## src/rtl/inst_mem_loader.sv

```systemverilog
`default_nettype none
// +----------------------------------------------------------------------------+
// | inst_mem_loader                                                            |
// | Frames a length-prefixed, XOR-checksummed UART image into big-endian words |
// | and writes them to instruction RAM while holding the CPU in reset.         |
// | Revision: 1.0                                                              |
// +----------------------------------------------------------------------------+
module inst_mem_loader #(
   parameter int unsigned ROM_SIZE       = 256,
   parameter int unsigned TIMEOUT_CYCLES = 1000000,
   parameter logic [31:0] BASE_ADDR      = 32'h0000_0000
) (
   input  logic        clk,
   input  logic        reset,
   input  logic        load_start,
   input  logic        rx_valid,
   input  logic [7:0]  rx_data,
   output logic        wr_en,
   output logic [31:0] wr_addr,
   output logic [31:0] wr_data,
   output logic        cpu_hold,
   output logic        load_done,
   output logic        load_error,
   output logic [1:0]  err_code,
   output logic [15:0] words_loaded
);

   typedef enum logic [2:0] {
      S_IDLE   = 3'd0,
      S_LEN_HI = 3'd1,
      S_LEN_LO = 3'd2,
      S_DATA   = 3'd3,
      S_CHECK  = 3'd4,
      S_DONE   = 3'd5,
      S_ERROR  = 3'd6
   } state_t;

   localparam logic [31:0] c_rom_size     = 32'(ROM_SIZE);
   localparam logic [31:0] c_timeout_last = 32'(TIMEOUT_CYCLES - 1);
   localparam logic [1:0]  c_err_len      = 2'd1;
   localparam logic [1:0]  c_err_chk      = 2'd2;
   localparam logic [1:0]  c_err_timeout  = 2'd3;

   state_t      r_state, w_next_state;
   logic [15:0] r_len;
   logic [7:0]  r_chk;
   logic [1:0]  r_byte_cnt;
   logic [23:0] r_shift;
   logic [31:0] r_timer;
   logic        r_wr_en, r_cpu_hold, r_load_done, r_load_error;
   logic [31:0] r_wr_addr, r_wr_data;
   logic [1:0]  r_err_code;
   logic [15:0] r_words_loaded;

   logic        w_open, w_accept, w_word_done, w_set_done, w_set_err;
   logic [1:0]  w_err_val;
   logic [15:0] w_len_rx;
   logic        w_len_bad;

   assign w_open    = (r_state == S_LEN_HI) || (r_state == S_LEN_LO) ||
                      (r_state == S_DATA)   || (r_state == S_CHECK);
   assign w_len_rx  = {r_len[15:8], rx_data};
   assign w_len_bad = (w_len_rx == 16'd0) || ({16'd0, w_len_rx} > c_rom_size);

   always_comb begin
      w_next_state = r_state;
      w_accept     = 1'b0;
      w_word_done  = 1'b0;
      w_set_done   = 1'b0;
      w_set_err    = 1'b0;
      w_err_val    = 2'd0;
      case (r_state)
         S_LEN_HI: if (rx_valid) begin
            w_accept     = 1'b1;
            w_next_state = S_LEN_LO;
         end
         S_LEN_LO: if (rx_valid) begin
            w_accept = 1'b1;
            if (w_len_bad) begin
               w_next_state = S_ERROR;
               w_set_err    = 1'b1;
               w_err_val    = c_err_len;
            end else begin
               w_next_state = S_DATA;
            end
         end
         S_DATA: if (rx_valid) begin
            w_accept = 1'b1;
            if (r_byte_cnt == 2'd3) begin
               w_word_done = 1'b1;
               if ((r_words_loaded + 16'd1) == r_len) w_next_state = S_CHECK;
            end
         end
         S_CHECK: if (rx_valid) begin
            w_accept = 1'b1;
            if (rx_data == r_chk) begin
               w_next_state = S_DONE;
               w_set_done   = 1'b1;
            end else begin
               w_next_state = S_ERROR;
               w_set_err    = 1'b1;
               w_err_val    = c_err_chk;
            end
         end
         default: ;
      endcase
      // An open frame with no byte this cycle may expire.
      if (w_open && !rx_valid && (r_timer == c_timeout_last)) begin
         w_next_state = S_ERROR;
         w_set_err    = 1'b1;
         w_err_val    = c_err_timeout;
      end
      // A start pulse overrides everything, including a coincident byte.
      if (load_start) begin
         w_next_state = S_LEN_HI;
         w_accept     = 1'b0;
         w_word_done  = 1'b0;
         w_set_done   = 1'b0;
         w_set_err    = 1'b0;
         w_err_val    = 2'd0;
      end
   end

   always_ff @(posedge clk) begin
      if (reset) begin
         r_state        <= S_IDLE;
         r_len          <= 16'd0;
         r_chk          <= 8'd0;
         r_byte_cnt     <= 2'd0;
         r_shift        <= 24'd0;
         r_timer        <= 32'd0;
         r_wr_en        <= 1'b0;
         r_wr_addr      <= BASE_ADDR;
         r_wr_data      <= 32'd0;
         r_cpu_hold     <= 1'b0;
         r_load_done    <= 1'b0;
         r_load_error   <= 1'b0;
         r_err_code     <= 2'd0;
         r_words_loaded <= 16'd0;
      end else begin
         r_state    <= w_next_state;
         r_wr_en    <= w_word_done;
         r_cpu_hold <= !((w_next_state == S_IDLE) || (w_next_state == S_DONE));
         if (load_start) begin
            r_load_done    <= 1'b0;
            r_load_error   <= 1'b0;
            r_err_code     <= 2'd0;
            r_words_loaded <= 16'd0;
            r_chk          <= 8'd0;
            r_byte_cnt     <= 2'd0;
            r_timer        <= 32'd0;
         end else begin
            if (w_accept)    r_timer <= 32'd0;
            else if (w_open) r_timer <= r_timer + 32'd1;
            if (w_accept && (r_state != S_CHECK)) r_chk <= r_chk ^ rx_data;
            if (w_accept && (r_state == S_LEN_HI)) r_len[15:8] <= rx_data;
            if (w_accept && (r_state == S_LEN_LO)) r_len[7:0]  <= rx_data;
            if (w_accept && (r_state == S_DATA)) begin
               r_byte_cnt <= r_byte_cnt + 2'd1;
               r_shift    <= {r_shift[15:0], rx_data};
            end
            if (w_word_done) begin
               r_wr_data      <= {r_shift, rx_data};
               r_wr_addr      <= BASE_ADDR + {14'd0, r_words_loaded, 2'b00};
               r_words_loaded <= r_words_loaded + 16'd1;
            end
            if (w_set_done) r_load_done <= 1'b1;
            if (w_set_err) begin
               r_load_error <= 1'b1;
               r_err_code   <= w_err_val;
            end
         end
      end
   end

   assign wr_en        = r_wr_en;
   assign wr_addr      = r_wr_addr;
   assign wr_data      = r_wr_data;
   assign cpu_hold     = r_cpu_hold;
   assign load_done    = r_load_done;
   assign load_error   = r_load_error;
   assign err_code     = r_err_code;
   assign words_loaded = r_words_loaded;

endmodule
`default_nettype wire

```

## config.mk

```make
export PLATFORM = sky130hd
export DESIGN_NAME = inst_mem_loader
export DESIGN_NICKNAME = d
export VERILOG_FILES = /design/src/rtl/inst_mem_loader.sv
export SDC_FILE = /design/constraint.sdc
export NUM_CORES = 1
export LEC_CHECK = 0
export ABC_AREA = 1
export ABC_CLOCK_PERIOD_IN_PS = 2200
export CAP_MARGIN = 40
export CORE_ASPECT_RATIO = 0.8
export CORE_UTILIZATION = 34
export DETAILED_ROUTE_END_ITERATION = 8
export GPL_TIMING_DRIVEN = 0
export PLACE_DENSITY_LB_ADDON = 0.08
export SKIP_LAST_GASP = 1
export SLEW_MARGIN = 10
export SYNTH_ARGS = -nofsm -noshare
export SYNTH_HDL_FRONTEND = slang
export SYNTH_SLANG_ARGS = --single-unit
```

## constraint.sdc

```tcl
create_clock -name clk -period 2.2 [get_ports clk]
set_input_delay 0.44 -clock clk [delete_from_list [all_inputs] [get_ports clk]]
set_output_delay 0.44 -clock clk [all_outputs]
set_load 0.01 [all_outputs]
```

==> metrics.md, run 1 <==
| Metric | Value |
|---|---|
| Outcome | finished, violations left |
| Failing checks | negative setup slack |
| Yosys reg bits | 155 |
| Setup TNS Final | -48.6 ps |
| Port bufs | 80 |
| DR pass1 iterations | 6 |
| CP max stage delay | between 600 and 700 ps |
| Cell family with most CP delay | simple AND/OR/NAND/NOR gates |
| GR Util All Layers | about a fifth |
| Routed vias/inst | 4.83 |
| CP arrival | 2540 ps |
| Clock power share | 50.5% |
| Worst hold-check path type | primary input to flip-flop |
| Vias | about 6600 |
| Die X | roughly 160 um |
| Internal cell power | 4.94 mW |
| CTS Buffer Depth | 2 |
| WP data required | between 2000 and 2500 ps |
| Crit-path slowest cell | clkdlybuf4s50_1 |
| Setup CP Type | primary input to flip-flop |
| # IOs | 98 |
| Crit path setup slack, layout | -48.6 ps |
| Cells after synthesis | 954 |
| Num CTS Buffers | 17 |
| Vias in the first global route | around 5900 |
| Worst Setup End Kind | flip-flop |
| Ant diodes | 0 |
| Setup violators final | 1 |
| Largest area contributor in the netlist | dfxtp_1 |
| Area grow syn2layout | 33.8% |
| DRC | 0 |
| Clock slew at reported path FFs | 60 ps |
| Hold WS | approximately 450 ps |
| Hpwl dp | ~14 mm |
| Met3 wire length | around 1.0 mm |
| Die ar. | about 0.021 mm2 |
| Place WS | -1400 ps |
| Critical path buffers and inverters | 1 |
| Sw Ratio | 22.0% |
| Die height | roughly 130 um |
| Worst-Margin Slew | 776 ps |
| DR WL/cell | between 10 and 15 um |
| Initial Util | 34.9% |
| Lkg Pwr | roughly 3.7 nW |
| Met1 wire length | ~11 mm |
| Overflow after GRT | 0 |
| Largest net degree at the start of global routing | 17 |
| Initial antenna violation count | 0 |
| CTS tree | yes |
| RSZ-0062 raised after global routing | yes |
| Maxcap violations | 0 |
| Final Max Slew Viols | 0 |
| Ys flop type | dfxtp_1 |
| Met2 WL | around 8.3 mm |
| Top post-synthesis cells by area | dfxtp_1 (45%), nand2_1 (9.5%), nor2_1 (7.7%) |
| Cell area after synthesis | slightly below 0.007 mm2 |
| Top Metal Used | met4 |
| Setup Skew | between 6 and 7 ps |
| Largest fanout on the critical path | 6 |
| Fmax | 445 MHz |
| First-pass GRT wire length | between 30 and 40 mm |
| Core area | roughly 0.02 mm2 |
| Number of synthesis warnings | 0 |
| Post-synth EDFFs | 0 |
| Flop pwr share | ~45% |
| Top-area cell type share of the netlist area | about 45% |
| Seq/Total Area, Yosys | ~45% |
| Share of layout cells above drive strength 1 | between 15 and 20% |
| Switch Pwr | 1.40 mW |
| Peak supply drop | 0.415 mV |
| Synth Area per Inst | about 7.3 um2 |
| Ys async rst share | 0% |
| CP cell instances | clkdlybuf4s50_1, xor2_1, nor4_2, a21oi_1, a211oi_1, nand3_2, nor2_2, a21oi_2 |
| Final wirelength | between 20 and 25 mm |
| Fill cell count | 2101 |
| Distinct cells, synth | 39 |
| Num Clock Sinks | about 160 |
| Startpoint Class | primary input |
| DRT antenna net count | 0 |
| Period minus WS final | 2250 ps |
| # rows | 46 |
| Final #Nets | approximately 1100 |
| Comb pwr share | between 4 and 5% |
| Worst-Skew Late Latency | roughly 430 ps |
| Final Cycle Share | 102% |
| Final hold vios | 0 |
| Clock Root Buffer | clkbuf_16 |
| Initial DRC Count | 396 |
| Pwr Density | 682 mW/mm2 |
| # H-tree levels | 4 |
| Slew Limit Headroom | between 40% and 50% |
| Routability Congestion | around 0.84 |
| CTS Hold Buffers Added | 0 |
[per-layer routing]
layer	GRT usage, %	up-vias
met1	29.2	3069
met4	6.10	0
met2	27.3	165
met3	3.34	19
met5	0	-
li1	-	3379
[final timing paths]
| kind | startpoint | to | slack [ps] | cells past startpoint |
|---|---|---|---|---|
| worst min-delay path | reset | r_shift[23] | 450 | 2 |
| worst max register to register | words_loaded[2] | cpu_hold | 10 | 17 |
| worst max-delay path | rx_data[0] | cpu_hold | -50 | 8 |
| worst min register to register | r_shift[21] | r_shift[21] | 460 | 2 |
[Yosys cell counts, types with 4 or more instances]
cell type and instances:
buf_4 17, nor2_4 5, nand2_1 176, nor2_1 142
nand2_2 4, nand3_1 70, nor2_2 7, o21ai_0 78
nor3_1 13, clkbuf_1 35, inv_1 75, a21oi_1 89
xor2_1 24, dfxtp_1 155, nor4_1 5, nand3_2 5
nand4_1 13, xnor2_1 5
[through the flow]
step | power, mW | instances | utilization, % | cell area (um2)
final | 6.34 | 1374 | 46.7 | 9300
after global routing | 6.55 | 1374 | 46.7 | 9300
after CTS | 6.38 | 1351 | 45.0 | 8950
after detailed placement | 3.16 | 1314 | 40.9 | 8140
after global placement | 3.16 | 1313 | 40.9 | 8140
after floorplan | 3.06 | 969 | - | 7000
[state kept, by name (all words and copies together), names as in the netlist]
| register | count |
|---|---|
| r_state | 3 |
| r_len | 16 |
| r_shift | 24 |
| r_timer | 32 |
| cpu_hold | 1 |
| load_done | 1 |
| wr_addr | 16 |
| wr_data | 32 |
| wr_en | 1 |
| err_code | 2 |
| load_error | 1 |
| words_loaded | 16 |
| r_chk | 8 |
| r_byte_cnt | 2 |
[cells by family after synthesis]
| kind of cell | share of synthesized area, % |
|---|---|
| AOI/OAI and AO/OA | 13.4 |
| other | 0.0540 |
| and+or+nand+nor | 28.5 |
| xor gates and xnor gates | 4.63 |
| buffers and inverters | 8.19 |
| adders and majority gates | 0.540 |
| DFF | 44.7 |
[what timing repair did]
action | in CTS | in global routing
pin swaps | 5 | 21
endpoints found under the hold margin | 0 | 0
resized for setup | 39 | 61
gates cloned | 0 | 1
buffers inserted | 5 | 23
setup endpoints to repair | 137 | 115
[placed cells by master, fill, tap and decap left out, drive strengths merged]
cell / count
dfxtp: 155
and2: 1
a21oi: 89
nand3: 75
clkinvlp: 3
a211oi: 2
xnor2: 5
nor3: 14
dlymetal6s2s: 5
nor2: 154
or2: 3
clkinv: 4
o21a: 2
and3: 1
nor4: 7
o211ai: 2
o21bai: 1
xor2: 24
clkdlybuf4s50: 75
xnor3: 3
inv: 80
conb: 16
o21ai: 79
ha: 3
nand4: 13
a31oi: 3
a221oi: 2
buf: 48
bufinv: 4
nand2: 181
clkbuf: 56
[final cells by class]
cell class                      instances  area, um2  share of cell area, %
Tap cell                              264        330                   3.55
Inverter                               81        309                   3.32
Clock buffer                           22        484                   5.21
Timing Repair Buffer                  110       1050                   11.3
Buffer                                 52        280                   3.01
Multi-Input combinational cell        680       3570                   38.4
Clock inverter                         10        161                   1.74
Sequential cell                       155       3120                   33.6
[power groups by stage]
stage	combinational (mW)	sequential [mW]	clock [mW]
5_1_grt	0.335	2.83	3.39
3_5_place_dp	0.268	2.89	0
6_report	0.307	2.83	3.20
4_1_cts	0.281	2.83	3.27
3_3_place_gp	0.269	2.89	0
2_1_floorplan	0.165	2.89	0
Power figures use the tool's default switching activity.
==> run 2, diff against run 1 <==
Settings changed: ABC_AREA 1 to 0, MAX_ROUTING_LAYER set to met4.
==> metrics.md, run 2 <==
| Metric | Value |
|---|---|
| Pwr Density | between 600 and 700 mW/mm2 |
| Die height | 129 um |
| Largest net degree at the start of global routing | 17 |
| Vias in the first global route | roughly 5600 |
| Synth top cells by count | nand2_1 (192), dfxtp_1 (155), a21oi_1 (95), nor2_1 (86), xor2_1 (43) |
| # H-tree levels | 4 |
| CTS Hold Buffers Added | 0 |
| Largest fanout on the critical path | 6 |
| Final Max Slew Viols | 0 |
| Initial Util | 34.7% |
| Yosys reg bits | approximately 160 |
| CP max stage delay | between 400 and 500 ps |
| Ys async rst share | 0% |
| First-pass GRT wire length | slightly above 30 mm |
| Period minus WS final | approximately 2300 ps |
| Multi-input gate area | 0.00372 mm2 |
| Initial antenna violation count | 0 |
| Area grow syn2layout | 32.9% |
| Hold WS | roughly 360 ps |
| Cell family with most CP delay | compound AO/OA/AOI/OAI gates |
| Fill cell count | approximately 2000 |
| CP arrival | 2570 ps |
| Commonest non-fill, non-tap cells in the layout | nand2_1 (191), dfxtp_1 (143), a21oi_1 (93) |
| Lkg Pwr | roughly 3.2 nW |
| DR pass1 iterations | 5 |
| Number of synthesis warnings | 0 |
| WP data required | between 2000 and 3000 ps |
| Setup CP Type | flip-flop to flip-flop |
| Worst-Margin Slew | approximately 730 ps |
| Setup violators final | 2 |
| CP cell instances | buf_6, nand4_1, nor3b_2, o211ai_1, a2111oi_2, nand4_1, buf_6, o21ai_4, o2bb2ai_4 |
| Critical path buffers and inverters | 2 |
| Ant diodes | 0 |
| Clock Root Buffer | clkbuf_16 |
| Die ar. | around 0.021 mm2 |
| Final #Nets | about 1000 |
| Distinct cells, synth | between 60 and 70 |
| Outcome | finished, violations left |
| Maxcap violations | 0 |
| Peak supply drop | ~0.47 mV |
| Share of layout cells above drive strength 1 | around 16% |
| Final hold vios | 0 |
| Synth Area per Inst | about 8 um2 |
| Hpwl dp | approximately 13 mm |
| Final wirelength | around 19 mm |
| Fmax | approximately 440 MHz |
| Seq/Total Area, Yosys | between 40% and 50% |
| Largest area contributor in the netlist | dfxtp_1 |
| Top post-synthesis cells by area | dfxtp_1 (45%), nand2_1 (10%), a21oi_1 (6.9%) |
| DRC | 0 |
| Slew Limit Headroom | about half |
| Cell area after synthesis | just under 0.007 mm2 |
| Post-synth EDFFs | 0 |
| GR Util All Layers | 19.7% |
| Vias | about 6000 |
| Top-area cell type share of the netlist area | a little under half |
| CTS Buffer Depth | 2 |
| Routed vias/inst | 4.79 |
| Startpoint Class | flip-flop |
| DR WL/cell | 15.3 um |
| RSZ-0062 raised after global routing | yes |
| DRT antenna net count | 0 |
| Port bufs | 79 |
| Failing checks | negative setup slack |
| Crit-path slowest cell | a2111oi_2 |
| Worst Setup End Kind | flip-flop |
| Routability Congestion | 0.802 |
| Initial DRC Count | 322 |
| Worst hold-check path type | primary input to flip-flop |
| Sequential cell area | roughly 0.0031 mm2 |
| Most common cell after layout, fill and taps aside | nand2_1 |
| Num Clock Sinks | approximately 160 |
| Finished Layout Cells | ~1300 |
| Ys flop type | dfxtp_1 |
| Cells after synthesis | between 800 and 900 |
| Worst-Skew Late Latency | between 400 and 500 ps |
| Final Cycle Share | 103% |
| # rows | between 40 and 50 |
| Die X | between 150 and 200 um |
| Setup Skew | between 9 and 10 ps |
| Most frequent cell after synthesis | nand2_1 |
| Placed cell count | ~1200 |
| Place WS | -897 ps |
| Crit path setup slack, layout | -70.6 ps |
| Overflow after GRT | 0 |
| Num CTS Buffers | 17 |
| Core area | just under 0.02 mm2 |
| CTS tree | yes |
| # IOs | 98 |
| Clock slew at reported path FFs | around 60 ps |
==> run 2: cell types whose count changed in the layout (fill, tap and decap cells not counted), sizes merged, moves of 12 or more <==
cell   change
inv       -68
o21ai     -67
buf       +12
mux2i     +16
nor2      -67
xor2      +19
xnor2     +25
nand3     -59
==> run 2: area by class of cell <==
class | count | share of cell area, %
multi-input combinational | 631 | 40.6
timing repair buffer | 107 | 11.0
buffer | 61 | 4.03
clock buffer | 17 | 4.64
tap | 264 | 3.61
sequential | 155 | 34.1
inverter | 7 | 0.287
clock inverter | 15 | 1.76
==> run 2: cell families (layout without fill, tap and decap cells) <==
| family | Yosys count | count (layout) | synth area share, % |
|---|---|---|---|
| other cells | 1 | 16 | 0.0544 |
| mux | 17 | 17 | 2.49 |
| flops | 155 | 155 | 45.0 |
| xor+xnor | 73 | 73 | 9.28 |
| buf+inv | 71 | 207 | 5.06 |
| fa+ha+maj | 3 | 3 | 0.545 |
| compound gates | 133 | 133 | 10.9 |
| simple gates | 389 | 389 | 26.6 |
==> run 2: what timing repair did <==
action | 4_1_cts | 5_1_grt
gates resized for setup | 52 | 59
setup endpoints to repair | 69 | 61
pin swaps | 13 | 23
gates cloned | 0 | 0
buffers inserted | 11 | 15
==> run 2: worst register-to-register path, delay by kind of cell, from the launching register on <==
| family | cells | cell delay [ps] |
|---|---|---|
| AO/OA/AOI/OAI | 4 | 870 |
| buffers and inverters | 2 | 290 |
| AND/OR/NAND/NOR | 3 | 610 |
| flip-flops | 1 | 370 |
==> run 2: path summary, 6_finish.rpt <==
kind	start	to	slack, ps	depth (start not counted)
hold / removal	rx_data[0]	wr_data[0]	360	3
setup / recovery	words_loaded[0]	cpu_hold	-70	9
setup reg to reg	words_loaded[0]	cpu_hold	-70	9
hold reg to reg	r_shift[18]	wr_data[26]	450	2
==> run 2: metrics by stage <==
| step | area, um2 | TNS, ps | util (%) | total power [mW] |
|---|---|---|---|---|
| after floorplan | 6950 | 0 | - | 3.04 |
| final | 9160 | -104 | 46.1 | 6.05 |
| after global routing | 9160 | -434 | 46.1 | 6.28 |
| after global placement | 8070 | -55400 | 40.7 | 3.13 |
| after CTS | 8880 | 0 | 44.7 | 6.10 |
| after detailed placement | 8090 | -46320 | 40.7 | 3.13 |
==> run 2: per-layer routing <==
metal / wire, um / part of all wire, % / track usage (%) / vias up
met1: 10200 / 53 / 28.3 / 2774
met5: 0 / 0 / - / -
met2: 7880 / 41 / 27.3 / 138
met3: 944 / 4.9 / 4.51 / 21
met4: 174 / 0.91 / 4.88 / 0
li1: - / - / - / 3094
==> run 2: power by group <==
part           leakage (nW)  total, mW  switching, mW  internal, mW
logic                  1.67      0.254          0.166        0.0880
clock network         0.277       2.97           1.28          1.69
registers              1.26       2.83         0.0121          2.81
==> run 3, diff against run 2 <==
Settings changed: HOLD_SLACK_MARGIN set to 0.1, SKIP_LAST_GASP 1 to unset.
==> metrics.md, run 3 (same netlist as run 2, synthesis figures left out) <==
| Metric | Value |
|---|---|
| Hpwl dp | 13.3 mm |
| Share of layout cells above drive strength 1 | 16.2% |
| DR WL/cell | roughly 15 um |
| Commonest non-fill, non-tap cells in the layout | nand2_1 (191), dfxtp_1 (143), a21oi_1 (93) |
| CP cell instances | buf_6, nand4_1, nor3b_2, o211ai_1, a2111oi_2, nand4_1, buf_6, o21ai_4, o2bb2ai_4 |
| Setup CP Type | flip-flop to flip-flop |
| Most common cell after layout, fill and taps aside | nand2_1 |
| Place WS | -897 ps |
| Num Clock Sinks | 155 |
| Startpoint Class | flip-flop |
| Final hold vios | 0 |
| Failing checks | negative setup slack |
| Clock Root Buffer | clkbuf_16 |
| Final Max Slew Viols | 0 |
| Slew Limit Headroom | around 50% |
| Area grow syn2layout | 32.9% |
| Worst-Margin Slew | 742 ps |
| Worst hold-check path type | primary input to flip-flop |
| Overflow after GRT | 0 |
| Final wirelength | 19.2 mm |
| Fmax | 440 MHz |
| Period minus WS final | between 2000 and 2500 ps |
| Worst-Skew Late Latency | around 430 ps |
| Worst Setup End Kind | flip-flop |
| Final Cycle Share | 103% |
| Met2 Usage GRT | between 20% and 30% |
| GR Util All Layers | between 10% and 20% |
| CTS tree | yes |
| Setup TNS Final | -104 ps |
| Vias in the first global route | approximately 5600 |
| Clock slew at reported path FFs | roughly 60 ps |
| Critical path buffers and inverters | 2 |
| Total chip power | about 6.0 mW |
| DRT antenna net count | 0 |
| Final #Nets | ~1000 |
| Maxcap violations | 0 |
| # IOs | approximately 100 |
| Num CTS Buffers | 17 |
| CP max stage delay | between 400 and 500 ps |
| Crit-path slowest cell | a2111oi_2 |
| Crit path setup slack, layout | -71.4 ps |
| Die height | between 100 and 150 um |
| Routed vias/inst | between 4 and 5 |
| Grt met3 use | around 4.5% |
| Outcome | finished, violations left |
| Largest fanout on the critical path | 6 |
| DRC | 0 |
| Setup Skew | around 9.6 ps |
| # rows | 46 |
| GR peak layer | met1 |
| Peak supply drop | about 0.47 mV |
| Core area | approximately 0.020 mm2 |
| Port bufs | 79 |
| DR pass1 iterations | 4 |
| Initial DRC Count | approximately 330 |
| CTS Hold Buffers Added | 0 |
| Initial antenna violation count | 0 |
| Die X | roughly 160 um |
| Setup violators final | 2 |
| # H-tree levels | 4 |
| CP arrival | around 2600 ps |
| Die ar. | roughly 0.021 mm2 |
| Pwr Density | roughly 660 mW/mm2 |
| Routability Congestion | 0.802 |
| Lkg Pwr | 3.21 nW |
| RSZ-0062 raised after global routing | yes |
| WP data required | about 2500 ps |
| Ant diodes | 0 |
| CTS Buffer Depth | 2 |
| Vias | a little over 6000 |
| Initial Util | 34.7% |
| Largest net degree at the start of global routing | 17 |
| Cell family with most CP delay | compound AO/OA/AOI/OAI gates |
| Met1 Use GR | 28.3% |
| First-pass GRT wire length | between 30 and 40 mm |
[run 3: power by group]
group	internal, mW	switching (mW)
clock network	1.69	1.28
registers	2.81	0.0121
logic	0.0881	0.166
[run 3: timing repair]
item,in CTS,in global routing
pin swaps,13,23
setup endpoints to repair,69,61
setup buffers,11,15
gates resized for setup,52,61
[run 3: area by class of cell]
class | count | area (um2)
multi-input combinational | 631 | 3720
buffer | 61 | 370
timing repair buffer | 107 | 1000
inverter | 7 | 26.3
sequential | 155 | 3120
clock inverter | 15 | 161
tap | 264 | 330
fill | 1997 | 10700
clock buffer | 17 | 425
[run 3: metal layers]
layer  share of wire [%]  vias up
met5                   0        -
met1                  53     2795
met3                 4.7       21
met4                0.91        0
met2                  41      135
li1                    -     3094
[run 3: worst paths after layout]
path	slack (ps)	end	start	depth (start not counted)
max	-70	cpu_hold	words_loaded[0]	9
min	360	wr_data[0]	rx_data[0]	3
max reg2reg	-70	cpu_hold	words_loaded[0]	9
min reg2reg	440	wr_data[26]	r_shift[18]	2
[run 3: through the flow]
step	area, um2	hold WS, ps	util (%)	instances
final	9160	356	46.1	1257
after global routing	9160	357	46.1	1257
after CTS	8880	456	44.7	1244
after detailed placement	8090	444	40.7	1202
after global placement	8070	440	40.7	1200
after floorplan	6950	432	-	857
[run 3: worst min-delay path: stages]
cell	delay, ps
buf_2	170
nand2_1	70
a21oi_1	50
